$ cat config.mk
export PLATFORM = sky130hd
export DESIGN_NAME = otter_pl_id_stage
export DESIGN_NICKNAME = d
export VERILOG_FILES = /design/src/rtl/otter_pl_id_stage.sv
export SDC_FILE = /design/constraint.sdc
export NUM_CORES = 1
export LEC_CHECK = 0
export ABC_CLOCK_PERIOD_IN_PS = 1900
export BUFFER_PORTS_ARGS = -buffer_cell sky130_fd_sc_hd__buf_2
export CAP_MARGIN = 15
export CORE_ASPECT_RATIO = 1.2
export CORE_UTILIZATION = 41
export CTS_CLUSTER_DIAMETER = 30
export DETAILED_ROUTE_END_ITERATION = 7
export GPL_TIMING_DRIVEN = 0
export PLACE_DENSITY = 0.78
export REMOVE_ABC_BUFFERS = 1
export SYNTH_ARGS = -nofsm -noshare
export SYNTH_HDL_FRONTEND = slang
export SYNTH_SLANG_ARGS = --single-unit
$ cat constraint.sdc
create_clock -name clk -period 1.9 [get_ports clk]
set_input_delay 0.285 -clock clk [delete_from_list [all_inputs] [get_ports clk]]
set_output_delay 0.285 -clock clk [all_outputs]
set_load 0.01 [all_outputs]
$ cat src/rtl/otter_pl_id_stage.sv
// OTTER pipelined decode stage.
// Decodes the IF/ID instruction into the ID/EX pipeline register and inserts
// load-use bubbles (LOAD_STALLS per hazard). An EX redirect squashes the
// decode slot. EX-stage operand forwarding selects are also generated here.
//
// state    | meaning
// ---------+----------------------------------------------------------------
// ST_RUN   | normal flow; a load-use hazard inserts the first bubble here
// ST_STALL | further bubbles for the same hazard; cnt counts the ones left
module otter_pl_id_stage #(
    parameter int XLEN        = 32,
    parameter int RADDR_W     = 5,
    parameter int LOAD_STALLS = 1
) (
    input  logic               clk,
    input  logic               rst,
    input  logic               id_valid,
    input  logic [31:0]        id_ir,
    input  logic [XLEN-1:0]    id_pc,
    input  logic               ex_redirect,
    input  logic [RADDR_W-1:0] mem_rd,
    input  logic               mem_reg_write,
    input  logic [RADDR_W-1:0] wb_rd,
    input  logic               wb_reg_write,
    output logic               pc_write,
    output logic               ifid_write,
    output logic               ex_valid,
    output logic [XLEN-1:0]    ex_pc,
    output logic [RADDR_W-1:0] ex_rs1,
    output logic [RADDR_W-1:0] ex_rs2,
    output logic [RADDR_W-1:0] ex_rd,
    output logic [2:0]         ex_func3,
    output logic [3:0]         ex_alu_fun,
    output logic               ex_alu_srca,
    output logic [1:0]         ex_alu_srcb,
    output logic [1:0]         ex_rf_wr_sel,
    output logic               ex_reg_write,
    output logic               ex_mem_write,
    output logic               ex_mem_read,
    output logic [1:0]         fwd_a,
    output logic [1:0]         fwd_b
);

    localparam logic [6:0] OP_LUI    = 7'b0110111;
    localparam logic [6:0] OP_AUIPC  = 7'b0010111;
    localparam logic [6:0] OP_JAL    = 7'b1101111;
    localparam logic [6:0] OP_JALR   = 7'b1100111;
    localparam logic [6:0] OP_BRANCH = 7'b1100011;
    localparam logic [6:0] OP_LOAD   = 7'b0000011;
    localparam logic [6:0] OP_STORE  = 7'b0100011;
    localparam logic [6:0] OP_IMM    = 7'b0010011;
    localparam logic [6:0] OP_OP     = 7'b0110011;
    localparam logic [6:0] OP_SYSTEM = 7'b1110011;

    // Bubbles still owed after the first one (first bubble is issued from ST_RUN).
    localparam logic [2:0] STALL_INIT = 3'(LOAD_STALLS - 1);

    typedef enum logic [0:0] {
        ST_RUN   = 1'b0,
        ST_STALL = 1'b1
    } state_t;

    state_t state, next_state;
    logic [2:0] cnt, cnt_next;
    logic       bubble;

    logic [6:0]         opcode;
    logic [2:0]         func3;
    logic               f7_b5;
    logic [RADDR_W-1:0] id_rs1, id_rs2, id_rd;

    logic [3:0] dec_alu_fun;
    logic       dec_alu_srca;
    logic [1:0] dec_alu_srcb;
    logic [1:0] dec_rf_wr_sel;
    logic       dec_wr_en;
    logic       dec_reg_write;
    logic       dec_mem_write;
    logic       dec_mem_read;
    logic       uses_rs1;
    logic       uses_rs2;
    logic       hazard;

    // Only opcode, register fields, func3 and funct7 bit 30 matter to decode.
    logic unused_ir;
    assign unused_ir = ^{id_ir[31], id_ir[29:25]};

    assign opcode = id_ir[6:0];
    assign func3  = id_ir[14:12];
    assign f7_b5  = id_ir[30];
    assign id_rs1 = RADDR_W'(id_ir[19:15]);
    assign id_rs2 = RADDR_W'(id_ir[24:20]);
    assign id_rd  = RADDR_W'(id_ir[11:7]);

    // Instruction decode: datapath selects, enables and source-register usage.
    always_comb begin
        dec_alu_fun   = 4'b0000;
        dec_alu_srca  = 1'b0;
        dec_alu_srcb  = 2'd0;
        dec_rf_wr_sel = 2'd3;
        dec_wr_en     = 1'b0;
        dec_mem_write = 1'b0;
        dec_mem_read  = 1'b0;
        uses_rs1      = 1'b1;
        uses_rs2      = 1'b0;
        case (opcode)
            OP_LUI: begin
                dec_alu_fun  = 4'b1001;
                dec_alu_srca = 1'b1;
                dec_wr_en    = 1'b1;
                uses_rs1     = 1'b0;
            end
            OP_AUIPC: begin
                dec_alu_srca = 1'b1;
                dec_alu_srcb = 2'd3;
                dec_wr_en    = 1'b1;
                uses_rs1     = 1'b0;
            end
            OP_JAL: begin
                dec_rf_wr_sel = 2'd0;
                dec_wr_en     = 1'b1;
                uses_rs1      = 1'b0;
            end
            OP_JALR: begin
                dec_alu_srcb  = 2'd1;
                dec_rf_wr_sel = 2'd0;
                dec_wr_en     = 1'b1;
            end
            OP_BRANCH: begin
                uses_rs2 = 1'b1;
            end
            OP_LOAD: begin
                dec_alu_srcb  = 2'd1;
                dec_rf_wr_sel = 2'd2;
                dec_wr_en     = 1'b1;
                dec_mem_read  = 1'b1;
            end
            OP_STORE: begin
                dec_alu_srcb  = 2'd2;
                dec_mem_write = 1'b1;
                uses_rs2      = 1'b1;
            end
            OP_IMM: begin
                // Only the shift-right group uses funct7 to pick SRLI vs SRAI.
                dec_alu_fun  = (func3 == 3'b101) ? {f7_b5, func3} : {1'b0, func3};
                dec_alu_srcb = 2'd1;
                dec_wr_en    = 1'b1;
            end
            OP_OP: begin
                dec_alu_fun = {f7_b5, func3};
                dec_wr_en   = 1'b1;
                uses_rs2    = 1'b1;
            end
            OP_SYSTEM: begin
                dec_rf_wr_sel = 2'd1;
            end
            default: begin
                dec_alu_fun = 4'b0000;
            end
        endcase
        dec_reg_write = dec_wr_en & (id_rd != '0);
    end

    // Load-use hazard: decoding instruction reads the rd of the load now in EX.
    always_comb begin
        hazard = id_valid & ex_valid & ex_mem_read & (ex_rd != '0) &
                 ((uses_rs1 & (id_rs1 == ex_rd)) | (uses_rs2 & (id_rs2 == ex_rd)));
    end

    // Stall FSM state and bubble counter.
    always_ff @(posedge clk or posedge rst) begin
        if (rst) begin
            state <= ST_RUN;
            cnt   <= 3'd0;
        end else begin
            state <= next_state;
            cnt   <= cnt_next;
        end
    end

    // Next-state, bubble request and IF write enables; redirect overrides everything.
    always_comb begin
        next_state = state;
        cnt_next   = cnt;
        bubble     = 1'b0;
        pc_write   = 1'b1;
        ifid_write = 1'b1;
        if (ex_redirect) begin
            bubble     = 1'b1;
            next_state = ST_RUN;
            cnt_next   = 3'd0;
        end else begin
            case (state)
                ST_RUN: begin
                    if (hazard) begin
                        pc_write   = 1'b0;
                        ifid_write = 1'b0;
                        bubble     = 1'b1;
                        cnt_next   = STALL_INIT;
                        next_state = (STALL_INIT != 3'd0) ? ST_STALL : ST_RUN;
                    end
                end
                ST_STALL: begin
                    pc_write   = 1'b0;
                    ifid_write = 1'b0;
                    bubble     = 1'b1;
                    cnt_next   = cnt - 3'd1;
                    // cnt <= 1 also recovers from an impossible zero count.
                    if (cnt <= 3'd1) begin
                        next_state = ST_RUN;
                        cnt_next   = 3'd0;
                    end
                end
                default: begin
                    next_state = ST_RUN;
                    cnt_next   = 3'd0;
                end
            endcase
        end
    end

    // ID/EX pipeline register; a bubble clears the whole slot.
    always_ff @(posedge clk or posedge rst) begin
        if (rst) begin
            ex_valid     <= 1'b0;
            ex_pc        <= '0;
            ex_rs1       <= '0;
            ex_rs2       <= '0;
            ex_rd        <= '0;
            ex_func3     <= 3'd0;
            ex_alu_fun   <= 4'd0;
            ex_alu_srca  <= 1'b0;
            ex_alu_srcb  <= 2'd0;
            ex_rf_wr_sel <= 2'd0;
            ex_reg_write <= 1'b0;
            ex_mem_write <= 1'b0;
            ex_mem_read  <= 1'b0;
        end else if (bubble) begin
            ex_valid     <= 1'b0;
            ex_pc        <= '0;
            ex_rs1       <= '0;
            ex_rs2       <= '0;
            ex_rd        <= '0;
            ex_func3     <= 3'd0;
            ex_alu_fun   <= 4'd0;
            ex_alu_srca  <= 1'b0;
            ex_alu_srcb  <= 2'd0;
            ex_rf_wr_sel <= 2'd0;
            ex_reg_write <= 1'b0;
            ex_mem_write <= 1'b0;
            ex_mem_read  <= 1'b0;
        end else begin
            ex_valid     <= id_valid;
            ex_pc        <= id_pc;
            ex_rs1       <= id_rs1;
            ex_rs2       <= id_rs2;
            ex_rd        <= id_rd;
            ex_func3     <= func3;
            ex_alu_fun   <= dec_alu_fun;
            ex_alu_srca  <= dec_alu_srca;
            ex_alu_srcb  <= dec_alu_srcb;
            ex_rf_wr_sel <= dec_rf_wr_sel;
            ex_reg_write <= dec_reg_write & id_valid;
            ex_mem_write <= dec_mem_write & id_valid;
            ex_mem_read  <= dec_mem_read & id_valid;
        end
    end

    // Forwarding select for one EX source; the younger EX/MEM result wins ties.
    function automatic logic [1:0] fwd_sel(
        input logic [RADDR_W-1:0] rs,
        input logic               valid,
        input logic [RADDR_W-1:0] m_rd,
        input logic               m_wr,
        input logic [RADDR_W-1:0] w_rd,
        input logic               w_wr
    );
        logic [1:0] sel;
        sel = 2'b00;
        if (valid) begin
            if (m_wr && (m_rd != '0) && (m_rd == rs)) begin
                sel = 2'b01;
            end else if (w_wr && (w_rd != '0) && (w_rd == rs)) begin
                sel = 2'b10;
            end
        end
        return sel;
    endfunction

    // EX operand forwarding selects from the registered source fields.
    always_comb begin
        fwd_a = fwd_sel(ex_rs1, ex_valid, mem_rd, mem_reg_write, wb_rd, wb_reg_write);
        fwd_b = fwd_sel(ex_rs2, ex_valid, mem_rd, mem_reg_write, wb_rd, wb_reg_write);
    end

endmodule

==> metrics.md, run 1 <==
| Metric | Value |
|---|---|
| Total Routing Usage GR | 0.2140 |
| GRT Max-Usage Layer | met2 |
| Worst-path fanout max | 7 |
| Crit path required time | roughly 2200 ps |
| Full die area | 7407 µm² |
| Overall Power | between 3 and 4 mW |
| Max clock buf depth | 2 |
| Final setup violation count | 70 |
| WHS Path Cells | 2 |
| Final Net Count | 494 |
| # placed instances | 464 |
| Comb power frac | 0.164 |
| Final Skew | 9.793 ps |
| CP delay by family, top | simple AND/OR/NAND/NOR gates |
| Int Power | 2.365 mW |
| Post-layout min period | around 2300 ps |
| Multi-input gate area | 1340 µm² |
| Period utilization | 1.198 |
| Synth Cell Area | 2897 µm² |
| Max-cap violation count | 0 |
| Max VDD drop | 0.5063 mV |
| HP Start | id_pc[27] |
| Total Wirelength | 7675 µm |
| Die Width | between 70 and 80 µm |
| Reg2reg start | ex_rd[2]$_DFF_PP0_ |
| I/O Pins | 149 |
| WP data arrival | 2540 ps |
| Die Y | 94.08 µm |
| Worst Setup End Kind | flop |
| DR DRC count | 0 |
| Outcome | complete, but fails checks |
| Number of synthesized flops with an enable pin | 0 |
| Met2 Use GR | 0.4101 |
| Worst reg-to-reg setup slack | -380 ps |
| Most common cell in the synthesized netlist | dfrtp_1 |
| Total number of vias | 2448 |
| # port buffers | 142 |
| CP Launch Type | flop |
| Core area | 6813 µm² |
| CP bufs+invs | 5 |
| Fmax | 0.4392 GHz |
| Drt via density | 4.857 |
| Worst skew pair latency | around 330 ps |
| Hold Violations, Final | 0 |
| M1 GR Usage | 0.2155 |
| Net Sw Frac | 0.2636 |
| Leak | 2.298 nW |
| Layout Cells excl Fill | 504 |
| Register area share after synthesis | 0.5788 |
| First-pass GRT wire length | 11680 µm |
| Antenna Nets Post-Route | 0 |
| Synthesized flop and latch total | 67 |
| Yosys top cell by area | dfrtp_1 |
| Fillcell total | 546 |
| Sink Count | 67 |
| Syn. warnings | 0 |
| Post-route setup slack | -376.8 ps |
| CTS tree | yes |
| Synth top area share | 0.5788 |
| Slew @ Worst Pin | 605.0 ps |
| Worst-path clk slew | roughly 80 ps |
| Syn_area_per_cell | between 10 and 15 µm² |
| Maximum number of pins on one net before global-route repair | 44 |
| Main synth FF type | dfrtp_1 |
| Total congestion overflow | 0 |
| DP Area | between 3000 and 4000 µm² |
| Hold/Removal Path Class | in2reg |
| Failing checks | setup timing |
| Synth cell count leaders | dfrtp_1, and2_1, xnor2_1 |
| Slowest stage cell on the critical path | or4_4 |
| Root buf cell | clkbuf_8 |
| Reg-to-reg endpoint | ex_pc[13]$_DFF_PP0_ |
| M3 GR Usage | 0.05534 |
| Initial Utilization | 0.4252 |
| Drt first pass iters | 4 |
| Cell Pwr Density | 728.5 nW/µm² |
| H-tree depth | 3 |
| Sequential power share | 0.471 |
| Initial antenna violation count | 0 |
| Register area | 1677 µm² |
| Post-synthesis async set-or-reset flop share | 1.000 |
| Slew margin rel. | 0.5929 |
| Diodes inserted | 0 |
| Routed wire per std cell | about 15 µm |
| Row cnt | 33 |
| Fin area | between 4000 and 5000 µm² |
| Setup_tns | -19090 ps |
| DP HPWL | 5201 µm |
| Switching Power | 0.8466 mW |
| Share of layout cells above drive strength 1 | 0.5420 |
| RSZ-0062 raised after global routing | yes |
| Worst Hold Path EP | ex_pc[27]$_DFF_PP0_ |
| CP Cell Sequence | or4_4, o21ai_4, nor4_4, buf_4, nor4_4, buf_6, buf_12, buf_12, buf_16, and2_1 |
| R2R cell count | 10 |
| Gpl congestion | 0.7964 |
| CTS buffer count | 9 |
| Post-Syn Instances | 244 |
| Clk pwr share | 0.366 |
| Crit path largest cell delay | about 540 ps |
| Number of global-route vias before repair | 2468 |
| Number of max-slew violations in the final report | 0 |
| WS Path Type | reg2reg |
| Synth area leaders | dfrtp_1, and2_1, xnor2_1, xor2_1, nor4_1 |
| Initial DRC Count | approximately 100 |
| Area growth syn-to-layout | 52.22% |
| Netlist cell types | 42 |
worst max-delay path by stage:
stage / end / cells past startpoint / slack (ps) / start
after floorplan: ex_alu_srcb[1]$_DFF_PP0_ / 5 / -1610 / ex_rd[1]$_DFF_PP0_
after global placement: ex_alu_srcb[1]$_DFF_PP0_ / 5 / -2890 / ex_rd[1]$_DFF_PP0_
after detailed placement: ex_pc[15]$_DFF_PP0_ / 7 / -700 / ex_rd[1]$_DFF_PP0_
after CTS: pc_write / 5 / -410 / ex_rd[2]$_DFF_PP0_
after global routing: ex_pc[1]$_DFF_PP0_ / 10 / -470 / ex_rd[1]$_DFF_PP0_
final: ex_pc[13]$_DFF_PP0_ / 10 / -380 / ex_rd[2]$_DFF_PP0_
power groups by stage:
stage	sequential [mW]	combinational [mW]	clock (mW)
3_5_place_dp	1.54	0.388	0
3_3_place_gp	1.54	0.365	0
5_1_grt	1.52	0.569	1.27
4_1_cts	1.51	0.492	1.22
2_1_floorplan	1.57	0.148	0
6_report	1.51	0.525	1.17
worst reg2reg max path: cells and delay by family (launching register included):
kind                   cells  cell delay (ps)
DFF                        1              380
buffers and inverters      5              640
AOI/OAI and AO/OA          1              200
and+or+nand+nor            4             1000
routing by layer:
| layer | up-vias | part of all wire | wire length [µm] |
|---|---|---|---|
| met5 | - | 0 | 0 |
| met2 | 100 | 0.56 | 4296 |
| met1 | 1177 | 0.36 | 2733 |
| met3 | 11 | 0.066 | 503 |
| li1 | 1160 | - | - |
| met4 | 0 | 0.019 | 142 |
repair_timing:
item                                    in CTS  in global routing
endpoints found under the setup margin      71                 71
pin swaps                                   18                 13
buffers inserted                            16                  4
hold buffers                                 1                  0
hold endpoints to repair                     8                  0
resized for setup                           39                 18
gates cloned                                 4                  0
sequential cells by signal, summed over array words and instances (netlist names):
name          cells
ex_alu_srca       1
ex_mem_write      1
ex_func3          3
ex_rs1            5
cnt               3
ex_alu_srcb       2
ex_valid          1
ex_rs2            5
ex_rd             5
ex_mem_read       1
state             1
ex_pc            32
ex_rf_wr_sel      2
ex_reg_write      1
ex_alu_fun        4
per-stage QoR:
stage | setup WS [ps] | hold WS, ps | utilization
2_1_floorplan | -1615 | 354.8 | -
3_5_place_dp | -701.0 | 360.3 | 0.5396
5_1_grt | -466.4 | 139.8 | 0.6472
6_report | -376.8 | 154.0 | 0.6472
3_3_place_gp | -2892 | 475.9 | 0.5309
4_1_cts | -412.6 | 139.8 | 0.6299
area by class of cell:
cell class | instances | share of cell area
clock buffer | 9 | 0.02809
clock inverter | 7 | 0.01731
inverter | 5 | 0.004257
multi-input combinational | 160 | 0.3039
sequential | 67 | 0.3803
tap | 87 | 0.02469
timing repair buffer | 169 | 0.2415
cells by family (layout without fill, tap and decap cells):
family | Yosys count | in the layout | synth area share
AO/OA/AOI/OAI | 20 | 20 | 0.04838
XOR/XNOR | 31 | 31 | 0.09374
adder cells (fa/ha/maj) | 2 | 2 | 0.008638
buffers and inverters | 17 | 190 | 0.04060
flip-flops | 67 | 67 | 0.5788
multiplexers | 1 | 1 | 0.003887
AND/OR/NAND/NOR | 106 | 106 | 0.2259
cell usage in the layout, fill, tap and decap left out, drive strengths merged, types with 2 or more instances in the layout:
cell type,Yosys,layout
a21oi,5,5
and2,55,55
and3,4,4
and4,2,2
buf,10,168
clkbuf,2,9
clkinv,0,2
clkinvlp,0,2
dfrtp,67,67
ha,2,2
inv,5,7
nand2,6,6
nand3,6,6
nor2,6,6
nor2b,2,2
nor3,4,4
nor4,9,9
o211ai,2,2
o21ai,4,4
o31a,2,2
or4,5,5
xnor2,16,16
xor2,15,15
Power figures use the tool's default switching activity.
==> run 2: changes to the inputs <==
--- a/config.mk
+++ b/config.mk
@@ -11,8 +11,10 @@
 export CORE_ASPECT_RATIO = 1.2
 export CORE_UTILIZATION = 41
 export CTS_CLUSTER_DIAMETER = 30
+export CTS_CLUSTER_SIZE = 30
 export DETAILED_ROUTE_END_ITERATION = 7
 export GPL_TIMING_DRIVEN = 0
+export MAX_ROUTING_LAYER = met4
 export PLACE_DENSITY = 0.78
 export REMOVE_ABC_BUFFERS = 1
 export SYNTH_ARGS = -nofsm -noshare
==> run 2 against run 1 <==
  * The flow still finishes with violations (setup timing)
  * Final cell count did not move
  * Routed wire length is 0.27% higher
  * Critical path depth unchanged
  * Sequential share of layout area unchanged
  * Die area unchanged
  * Sequential power is essentially flat
  * Critical path type unchanged
  * Largest cell class unchanged
==> metrics.md, run 2 (synthesis results as in run 1) <==
| Metric | Value |
|---|---|
| Outcome | complete, but fails checks (unchanged) |
| Failing checks | setup timing (unchanged) |
| Hold Violations, Final | 0 (unchanged) |
| Slowest stage cell on the critical path | or4_4 (unchanged) |
| CP Launch Type | flop (unchanged) |
| Most frequent cells in the layout | buf_2, dfrtp_1, and2_1, xor2_1 (unchanged) |
| Worst-path clk slew | 80 ps (about the same) |
| Layout Cells excl Fill | 504 (unchanged) |
| Number of global-route vias before repair | 2472 (was 2468) |
| Switching Power | 0.8510 mW (was 0.8466 mW) |
| DP HPWL | 5201 µm (unchanged) |
| CTS tree | yes (unchanged) |
| CP bufs+invs | 5 (unchanged) |
| Post-layout min period | 2275 ps (was 2277 ps) |
| Fillcell total | 546 (unchanged) |
| Sink Count | 67 (unchanged) |
| CTS buffer count | 9 (unchanged) |
| Comb power frac | 0.163 (was 0.164) |
| Initial Utilization | 0.4252 (unchanged) |
| Final setup violation count | 70 (unchanged) |
| Total congestion overflow | 0 (unchanged) |
| Root buf cell | clkbuf_8 (unchanged) |
| Hold/Removal Path Class | in2reg (unchanged) |
| Antenna Nets Post-Route | 0 (unchanged) |
| Area growth syn-to-layout | 52.22% (unchanged) |
| RSZ-0062 raised after global routing | yes (unchanged) |
| Sequential power share | 0.470 (was 0.471) |
| Overall Power | 3.216 mW (was 3.212 mW) |
| First-pass GRT wire length | 11650 µm (was 11680 µm) |
| Drt first pass iters | 4 (unchanged) |
| Leak | 2.298 nW (unchanged) |
| Total Wirelength | 7696 µm (was 7675 µm) |
| Multi-input gate area | 1340 µm² (unchanged) |
| WP data arrival | 2540 ps (about the same) |
| Most common cell after layout, fill and taps aside | buf_2 (unchanged) |
| Number of max-slew violations in the final report | 0 (unchanged) |
| Worst-path fanout max | 7 (unchanged) |
| Gpl congestion | 0.8078 (was 0.7964) |
| H-tree depth | 3 (unchanged) |
| Post-route setup slack | -374.9 ps (was -376.8 ps) |
| Max-cap violation count | 0 (unchanged) |
| Core area | 6813 µm² (unchanged) |
| Final Net Count | 494 (unchanged) |
| Period utilization | 1.197 (was 1.198) |
| Slew @ Worst Pin | 606.3 ps (was 605.0 ps) |
| CP delay by family, top | simple AND/OR/NAND/NOR gates (unchanged) |
| CP Cell Sequence | or4_4, o21ai_4, nor4_4, buf_4, nor4_4, buf_6, buf_12, buf_12, buf_16, and2_1 (unchanged) |
| Total number of vias | 2447 (was 2448) |
| Diodes inserted | 0 (unchanged) |
| Final Skew | 9.716 ps (was 9.793 ps) |
| Max VDD drop | 0.5069 mV (was 0.5063 mV) |
| Die Y | 94.08 µm (unchanged) |
| Worst reg-to-reg setup slack | -370 ps (was -380 ps) |
| DR DRC count | 0 (unchanged) |
| Largest Register | ex_pc (unchanged) |
| # placed instances | 464 (unchanged) |
| Row cnt | 33 (unchanged) |
| # port buffers | 142 (unchanged) |
| Net Sw Frac | 0.2646 (was 0.2636) |
| Full die area | 7407 µm² (unchanged) |
| Crit path largest cell delay | 540 ps (about the same) |
| Crit path required time | 2170 ps (about the same) |
| Clk pwr share | 0.366 (about the same) |
| Share of layout cells above drive strength 1 | 0.5420 (unchanged) |
| WS Path Type | reg2reg (unchanged) |
| I/O Pins | 149 (unchanged) |
| Int Power | 2.365 mW (about the same) |
| Routed wire per std cell | 15.27 µm (was 15.23 µm) |
| Fmax | 0.4396 GHz (was 0.4392 GHz) |
| Drt via density | 4.855 (was 4.857) |
| Max clock buf depth | 2 (unchanged) |
| Largest register FFs | 32 (unchanged) |
| Final core utilization | 0.6472 (unchanged) |
| Worst skew pair latency | 330 ps (about the same) |
| Die Width | 78.73 µm (unchanged) |
| Register area | 1677 µm² (unchanged) |
| Initial DRC Count | 109 (was 104) |
| Worst Setup End Kind | flop (unchanged) |
| Slew margin rel. | 0.5921 (was 0.5929) |
| Worst slack, placed | -701.0 ps (unchanged) |
| Total Routing Usage GR | 0.2198 (was 0.2140) |
| Maximum number of pins on one net before global-route repair | 44 (unchanged) |
| Initial antenna violation count | 0 (unchanged) |
| Cell Pwr Density | 729.5 nW/µm² (was 728.5 nW/µm²) |
==> run 2: cell type report <==
type | count | area share
clock buffers | 9 | 0.02809
inverters | 5 | 0.004257
well taps | 87 | 0.02469
clock inverters | 7 | 0.01731
multi-input cells | 160 | 0.3039
repair buffers | 169 | 0.2415
flip-flops and latches | 67 | 0.3803
==> run 2: worst paths after layout <==
kind | endpoint | start | cells past startpoint
setup / recovery | ex_pc[13]$_DFF_PP0_ | ex_rd[2]$_DFF_PP0_ | 10
hold reg to reg | cnt[1]$_DFFE_PP0P_ | cnt[1]$_DFFE_PP0P_ | 1
max in group asynchronous | ex_func3[0]$_DFF_PP0_ | rst | 4
min in group asynchronous | ex_pc[26]$_DFF_PP0_ | rst | 3
setup reg to reg | ex_pc[13]$_DFF_PP0_ | ex_rd[2]$_DFF_PP0_ | 10
hold / removal | ex_pc[27]$_DFF_PP0_ | id_pc[27] | 2
==> run 2: layer usage <==
| layer | wire length [µm] | vias up | global-route usage |
|---|---|---|---|
| met5 | 0 | - | - |
| met3 | 441 | 11 | 0.04660 |
| met1 | 2829 | 1171 | 0.2206 |
| li1 | - | 1161 | - |
| met2 | 4281 | 104 | 0.4101 |
| met4 | 144 | 0 | 0.08796 |
==> run 2: through the flow <==
step	cell area, µm²	setup TNS (ps)	hold WS [ps]
after floorplan	2798	-98820	354.8
after detailed placement	3676	-34760	360.3
after CTS	4292	-14540	139.8
after global routing	4409	-25340	139.7
final	4409	-18990	154.6
after global placement	3617	-222160	475.9
==> run 2: what timing repair did <==
item | in CTS | in global routing
endpoints found under the setup margin | 71 | 71
hold endpoints to repair | 8 | 0
hold buffers | 1 | 0
gates resized for setup | 39 | 18
pin swaps | 18 | 13
cloned | 4 | 0
setup buffers | 16 | 4
==> run 2: power groups by stage <==
stage	combinational [mW]	sequential (mW)	clock (mW)
after global routing	0.569	1.52	1.27
after global placement	0.365	1.54	0
after CTS	0.492	1.51	1.22
after floorplan	0.148	1.57	0
after detailed placement	0.388	1.54	0
final	0.525	1.51	1.18
